### src/rtl/fir_mac_sequencer.sv
// Control FSM for the shared FIR multiply-accumulate datapath.
// Sequences delay-line write, accumulator clear, TAPS MAC steps and output load.
module fir_mac_sequencer #(
    parameter int TAPS   = 5,
    parameter int ADDR_W = 3
) (
    input  logic              clk,
    input  logic              reset,
    input  logic              sample_valid,
    output logic              wr_en,
    output logic [ADDR_W-1:0] wr_addr,
    output logic [ADDR_W-1:0] rd_addr,
    output logic [ADDR_W-1:0] coef_addr,
    output logic              acc_clr,
    output logic              acc_en,
    output logic              out_load,
    output logic              busy,
    output logic              done,
    output logic              overrun
);

    typedef enum logic [1:0] {
        IDLE,
        WRITE,
        MAC,
        LOAD
    } state_t;

    localparam logic [ADDR_W-1:0] LAST   = ADDR_W'(TAPS - 1);
    localparam logic [ADDR_W-1:0] TAPS_A = ADDR_W'(TAPS);

    state_t            state;
    state_t            state_nx;
    logic [ADDR_W-1:0] wr_ptr;
    logic [ADDR_W-1:0] wr_ptr_nx;
    logic [ADDR_W-1:0] k;
    logic [ADDR_W-1:0] k_nx;
    logic              ovr_q;

    always_ff @(posedge clk or posedge reset) begin
        if (reset) begin
            state  <= IDLE;
            wr_ptr <= '0;
            k      <= '0;
            ovr_q  <= 1'b0;
        end else begin
            state  <= state_nx;
            wr_ptr <= wr_ptr_nx;
            k      <= k_nx;
            ovr_q  <= sample_valid && (state != IDLE);
        end
    end

    always_comb begin
        state_nx  = state;
        wr_ptr_nx = wr_ptr;
        k_nx      = k;
        wr_en     = 1'b0;
        acc_clr   = 1'b0;
        acc_en    = 1'b0;
        out_load  = 1'b0;
        busy      = 1'b0;
        done      = 1'b0;
        wr_addr   = wr_ptr;
        rd_addr   = wr_ptr;
        coef_addr = '0;
        unique case (state)
            IDLE: begin
                if (sample_valid) state_nx = WRITE;
            end
            WRITE: begin
                wr_en    = 1'b1;
                acc_clr  = 1'b1;
                busy     = 1'b1;
                k_nx     = '0;
                state_nx = MAC;
            end
            MAC: begin
                acc_en    = 1'b1;
                busy      = 1'b1;
                coef_addr = k;
                // Circular read of x[n-k] without a modulo operator
                if (wr_ptr >= k) rd_addr = wr_ptr - k;
                else             rd_addr = wr_ptr + TAPS_A - k;
                k_nx = k + 1'b1;
                if (k == LAST) state_nx = LOAD;
            end
            LOAD: begin
                out_load = 1'b1;
                done     = 1'b1;
                busy     = 1'b1;
                if (wr_ptr == LAST) wr_ptr_nx = '0;
                else                wr_ptr_nx = wr_ptr + 1'b1;
                state_nx = IDLE;
            end
            default: state_nx = IDLE;
        endcase
    end

    assign overrun = ovr_q;

endmodule

### config.mk
export PLATFORM = sky130hd
export DESIGN_NAME = fir_mac_sequencer
export DESIGN_NICKNAME = d
export VERILOG_FILES = /design/src/rtl/fir_mac_sequencer.sv
export SDC_FILE = /design/constraint.sdc
export NUM_CORES = 1
export LEC_CHECK = 0
export BUFFER_PORTS_ARGS = -buffer_cell sky130_fd_sc_hd__buf_2
export CORE_MARGIN = 1
export CORE_UTILIZATION = 45
export CTS_BUF_LIST = sky130_fd_sc_hd__clkbuf_8
export DETAILED_ROUTE_END_ITERATION = 8
export PLACE_DENSITY_LB_ADDON = 0.12
export SLEW_MARGIN = 20
export SYNTH_ARGS = -nofsm -noshare
export SYNTH_HDL_FRONTEND = slang
export SYNTH_SLANG_ARGS = --single-unit
### constraint.sdc
create_clock -name clk -period 4.72 [get_ports clk]
set_input_delay 0.236 -clock clk [delete_from_list [all_inputs] [get_ports clk]]
set_output_delay 0.236 -clock clk [all_outputs]
set_load 0.01 [all_outputs]
## Word level (Yosys, flattened, before mapping)

Cells that the tools add are included.

| storage, ports and cells | value |
|---|---|
| flip-flop bits (word level) | 9 |
| input bits | 3 |
| output and inout port bits | 16 |
| word-level logic and storage cells | 35 |

| cells by class | value |
|---|---|
| $add $sub $neg | 5 |
| $lt $le $gt $ge | 1 |
| equality and inequality tests | 7 |
| muxes and demuxes | 12 |
| reduce and logical (&&, ||, !) cells | 6 |

Operators with widths:

| kind | count |
|---|---|
| two-way mux 3 bit | 4 |
| case mux 2 bit (4 select lines) | 1 |
| adder 3 x 1 -> 3 bit (second input constant) | 2 |
| equality test 3 bit (second input constant) | 2 |
| case mux 3 bit (2 select lines) | 1 |
| subtractor 3 bit | 2 |
| equality test 2 bit (second input constant) | 2 |
| two-way mux 1 bit | 4 |
| two-way mux 2 bit | 2 |
| != test 2 bit (second input constant) | 2 |
| nonzero test 2 bit | 2 |
| adder 3 bit (second input constant) | 1 |
| greater-or-equal comparator 3 bit | 1 |
| OR reduction 3 bit | 1 |
| equality test 2 x 1 -> 1 bit (second input constant) | 1 |
| logical NOT 2 bit | 1 |
| AND reduction 2 bit | 1 |
| logical AND 1 bit | 1 |

## Longest topological paths before layout

Gate-level depths: netlist (run 1).

| logic depth | value |
|---|---|
| word-level depth | 4 |
| depth in mapped cells | 7 |

## Worst setup path before layout (run 1)

OpenSTA, ideal clock, no wires.

| path | value |
|---|---|
| kind | register to output |
| start | register wr_ptr[0] (netlist: wr_addr[0]) |
| end | output port rd_addr[2] |
| arrival time | 1786 ps |
| setup slack | 2698 ps |
| stages on the path, launching flop included | 7 |
| path buffers | 0 |
| path through | dfrtp_1 -> inv_1 -> ha_1 -> fa_1 -> or3b_1 -> o311a_1 -> o221ai_2 |

| between the ends | value |
|---|---|
| word-level cells in the longest chain between the ends | 4 |

Ends and longest elaborated chain:

| what | line | text |
|---|---|---|
| start, declared | 34 | `logic [ADDR_W-1:0] wr_ptr;` |
| start signal, assigned | 48 | `wr_ptr <= wr_ptr_nx;` |
| adder 3 bit | 84 | `else rd_addr = wr_ptr + TAPS_A - k;` |
| subtractor 3 bit | 84 |  |
| two-way mux 3 bit * | 83 | `if (wr_ptr >= k) rd_addr = wr_ptr - k;` |
| two-way mux 3 bit * | 67 | `unique case (state)` |
| end, declared | 12 | `output logic [ADDR_W-1:0] rd_addr,` |

Every way passes the cells marked *; elsewhere a longest branch is shown, timed or not.

## Worst setup path after layout (run 1)

Ends and elaborated chain as after synthesis.

==> results of run 1 <==
cells in the mapped netlist (all sizes together):
master,count,area [um^2]
nor2,5,18.8
or3b,1,8.76
inv,12,45.0
fa,1,20.0
dfrtp,9,225
o2111ai,2,17.5
o21ai,8,40.0
xnor2,1,8.76
o211ai,1,7.51
o21a,3,22.5
o311a,1,10.0
a21oi,2,10.0
buf,3,20.0
o221ai,3,32.5
nand3,5,25.0
nand2b,2,12.5
ha,15,188
nand2,5,18.8
o32a,1,10.0
clkbuf,1,5.00
nand4,1,6.26
mux2i,1,10.0
nor2b,4,25.0
worst max-delay path, cell delays in order (launching register included):
cell	delay, ns
dfrtp_1	0.38
inv_1	0.11
ha_1	0.23
fa_1	0.38
or3b_1	0.36
o311a_1	0.14
o221ai_2	0.15
buf_2	0.15
through the flow:
| step | cells | power, W | hold slack, ns |
|---|---|---|---|
| after floorplan | 87 | 0.000495 | 0.0639 |
| after global placement | 117 | 0.000600 | 0.213 |
| after detailed placement | 117 | 0.000610 | 0.223 |
| after CTS | 122 | 0.000705 | 0.241 |
| after global routing | 122 | 0.000773 | 0.270 |
| final | 122 | 0.000695 | 0.245 |
where the power goes:
group	switching [W]	total, W	internal, W
logic	0.000265	0.000463	0.000199
clock network	0.0000320	0.0000888	0.0000568
registers	0.0000329	0.000143	0.000110
sequential cells by signal, summed over array words and instances, names as in the netlist:
signal and cells:
k 3, state 2, wr_addr 3, overrun 1
layer usage:
layer	vias to the layer above	wire, um	part of all wire (%)	global-route usage [%]
met5	-	0	0	0
met4	0	0	0	3.75
met3	0	87	5.9	6.25
met2	18	656	44	29.6
met1	287	741	50	23.7
li1	336	-	-	-
how the worst max path moves through the flow:
stage,end,slack (ns),cells after the start
floorplan,rd_addr[2],2.70,6
detailed placement,rd_addr[2],2.59,7
global placement,rd_addr[2],2.63,7
CTS,rd_addr[2],2.34,7
global route,rd_addr[2],2.21,8
finish,rd_addr[2],2.36,7
kinds of logic after synthesis:
kind of cell / count (synthesis) / share of synthesized area, %
AND/OR/NAND/NOR: 23 / 14.6
AO/OA/AOI/OAI: 21 / 19.1
buffers and inverters: 16 / 8.90
adder cells (fa/ha/maj): 16 / 26.4
flip-flops: 9 / 28.6
XOR/XNOR: 1 / 1.11
multiplexers: 1 / 1.27
final cells by class:
type                    count  share of cell area (%)
multi-input cells          62                    53.0
flip-flops and latches      9                    24.3
clock buffers               3                    4.45
well taps                  16                    2.16
inverters                  12                    4.86
repair buffers             19                    10.8
clock inverters             1                   0.405
timing repair:
action / in CTS / in global routing
hold endpoints to repair: 9 / 0
endpoints found under the setup margin: 0 / 0
setup buffers: 0 / 0
gates resized for setup: 0 / 0
hold buffers: 1 / 0
==> metrics, run 1 <==
clock root buffer=clkbuf_8; Cell Area, Synth=787 um^2; CP max FO=5; unrepaired setup endpoints after global routing=no; DR iter-0 viols=7; Worst setup SP type=flip-flop; Setup Skew=0.00620 ns; Register Area=225 um^2; Leak=0.476 nW; Core Region=0.00158 mm^2; latest clock arrival within the worst-skew pair=0.23 ns; setup TNS=0 ns; final setup vio count=0; hold depth=2; hold endpoint=overrun$_DFF_PP0_; final worst path period share=50.1%; final core occ=58.8%; clock slew at reported path FFs=0.04 ns; CTS max path bufs=2; first-pass GRT wire length=2.62 mm; worst hold path type=input pin to flip-flop; gr usage total=18.3%; worst setup path start=wr_addr[0]$_DFFE_PP0P_; WL final=1.49 mm; routed vias=641; VDD IR-drop max=0.342 mV; Worst Max-Slew Pin Slew=0.582 ns; H-Tree Level Count=1; placed inst area=872 um^2; DRC=2; fin crit period=2.36 ns; Filler cells=151; most common cell after layout, fill and taps aside=buf_2; Row Count=14; chip width=43.8 um; pins over their slew limit=0; Multi-input gate area=492 um^2; ant diodes=0; pre-CTS setup slack=2.59 ns; Register-to-Register Path Depth=4; Die Ht=43.8 um; R2R Path End=state[0]$_DFFE_PP0P_; drt wl/cell=12.2 um; total gr overflow=0; kind of end point of the critical path=primary output; post-route cell area=927 um^2; register area share after synthesis=28.6%; Pre-Repair DR Iteration Count=6; Fin. Hold Viols=0; Crit Path Category=flip-flop to primary output; number of global-route vias before repair=595; drt via density=5.25; antenna violations before repair=0; WP data required=4.48 ns; Gate Count Post-Synth=87; cts bufs inserted=3; synth-to-layout area growth=17.8%; Yosys reg bits=9; most frequent cells in the layout=buf_2, ha_1, inv_1; Avg Cell Area, Syn=9.05 um^2; I/O Buffers=18; worst rel slew slack=61.2%; largest net degree at the start of global routing=19; Yosys Warn Count=0; Initial Util=49.9%; DP Wirelength=1.17 mm; hold path start=sample_valid; reg2reg setup slack=3.13 ns; ratio of cells with drive above 1 in the final layout=20.8%; f_max=423 MHz; I/O pin count=19; Routed Antenna Nets=0; post-synthesis net count=106; max_cap viols=0; Netlist cell types=25; pwr/cell area=749 mW/mm^2; status=finished with violations; Final WS setup=2.36 ns; worst endpoint data arrival time=2.13 ns; failing checks=DRC; die area=0.00192 mm^2; Routability Congestion=0.811; layout net count=126; clock sinks=9; CTS tree=yes; reg2reg start=state[0]$_DFFE_PP0P_
(Power assumes the default switching activity.)
==> inputs of run 2 (changes only) <==
clock period = 2.1 ns   (was 4.72 ns; I/O delays follow)
==> run 2 against run 1 <==
Against the previous run: the run still ends with DRC left; via count rose by 8.4%; count of clock-buffer cells in the layout did not move; critical path depth fell by 1; die area did not move; non-clock buffer count rose by 8; clock power rose by 130%; largest cell class unchanged.
==> metrics, run 2 (synthesized netlist as in run 1, its figures left out) <==
hold depth=2; largest net degree at the start of global routing=19; Routability Congestion=0.812; status=finished with violations; Worst setup SP type=flip-flop; ratio of cells with drive above 1 in the final layout=30.7%; antenna violations before repair=0; ant diodes=0; final total power=0.00176 W; CTS tree=yes; first-pass GRT wire length=2.69 mm; drt wl/cell=13.9 um; Hold WS=0.114 ns; Filler cells=140; pwr/cell area=1730 mW/mm^2; clock slew at reported path FFs=0.05 ns; reg2reg start=state[0]$_DFFE_PP0P_; most common cell after layout, fill and taps aside=buf_2; Pre-Repair DR Iteration Count=6; final worst path period share=99.4%; f_max=479 MHz; Worst Max-Slew Pin Slew=0.596 ns; Final WS setup=0.0122 ns; synth-to-layout area growth=28.9%; Crit Path Category=flip-flop to primary output; hold endpoint=overrun$_DFF_PP0_; kind of end point of the critical path=primary output; max_cap viols=0; die area=0.00192 mm^2; R2R Path End=state[0]$_DFFE_PP0P_; hold path start=sample_valid; clock sinks=9; I/O Buffers=18; reg2reg setup slack=0.51 ns; WL final=1.81 mm; Row Count=14; most frequent cells in the layout=buf_2, ha_1, inv_1; VDD IR-drop max=0.945 mV; unrepaired setup endpoints after global routing=yes; CP max FO=2; worst endpoint data arrival time=1.98 ns; failing checks=DRC; Core Region=0.00158 mm^2; H-Tree Level Count=1; number of global-route vias before repair=591; total gr overflow=0; I/O pin count=19; fin crit period=2.09 ns; chip width=43.8 um; WP data required=2.00 ns; Fin. Hold Viols=0; Leak=0.513 nW; pins over their slew limit=0; Die Ht=43.8 um; Register Area=225 um^2; Initial Util=49.9%; worst rel slew slack=60.3%; pre-CTS setup slack=0.0271 ns; routed vias=695; CTS max path bufs=2; Register-to-Register Path Depth=4; worst hold path type=input pin to flip-flop; setup TNS=0 ns; Multi-input gate area=519 um^2; latest clock arrival within the worst-skew pair=0.23 ns; Setup Skew=0.000363 ns; layout net count=134; DR iter-0 viols=16; gr usage total=19.7%; final setup vio count=0; cts bufs inserted=3; DP Wirelength=1.25 mm; DRC=2; Routed Antenna Nets=0; drt via density=5.35; clock root buffer=clkbuf_8
-- run 2: timing repair --
item                                    4_1_cts  5_1_grt
resized for setup                             5        1
hold buffers                                  1        0
endpoints found under the setup margin        1        1
endpoints found under the hold margin         9        0
setup buffers                                 4        2
-- run 2: final cells by class --
class | instances | area share [%]
Multi-Input combinational cell | 62 | 51.2
Sequential cell | 9 | 22.2
Timing Repair Buffer | 27 | 15.8
Inverter | 12 | 4.44
Clock buffer | 3 | 4.07
Tap cell | 16 | 1.97
Clock inverter | 1 | 0.370
-- run 2: power breakdown --
group	internal [W]	switching, W	total, W
registers	0.000246	0.0000624	0.000309
clock network	0.000128	0.0000768	0.000205
logic	0.000564	0.000682	0.00125
total	0.000939	0.000822	0.00176
-- run 2: worst max-delay path: stages, from the launching register on --
cell	delay, ns
dfrtp_1	0.42
buf_4	0.17
fa_2	0.35
or3b_1	0.36
o311a_1	0.14
o221ai_2	0.15
buf_2	0.15
-- run 2: worst max-delay path by stage --
stage | start | cells after the start | to
6_report | k[1]$_DFFE_PP0P_ | 6 | rd_addr[2]
5_1_grt | wr_addr[1]$_DFFE_PP0P_ | 8 | rd_addr[2]
4_1_cts | k[0]$_DFFE_PP0P_ | 6 | rd_addr[2]
3_5_place_dp | wr_addr[0]$_DFFE_PP0P_ | 7 | rd_addr[2]
3_3_place_gp | wr_addr[0]$_DFFE_PP0P_ | 7 | rd_addr[2]
2_1_floorplan | wr_addr[0]$_DFFE_PP0P_ | 6 | rd_addr[2]
-- run 2: per-stage QoR --
| stage | instance area, um^2 | utilization, % | instances |
|---|---|---|---|
| 4_1_cts | 987 | 62.6 | 128 |
| 5_1_grt | 1010 | 64.4 | 130 |
| 3_3_place_gp | 887 | 56.3 | 119 |
| 6_report | 1010 | 64.4 | 130 |
| 2_1_floorplan | 787 | - | 87 |
| 3_5_place_dp | 887 | 56.3 | 119 |
-- run 2: metal layers --
layer,vias up,share of wire [%],track usage [%]
met4,0,2.3,9.38
met5,-,0,0
li1,355,-,-
met1,315,50,26.8
met2,21,44,29.9
met3,4,3.9,3.75
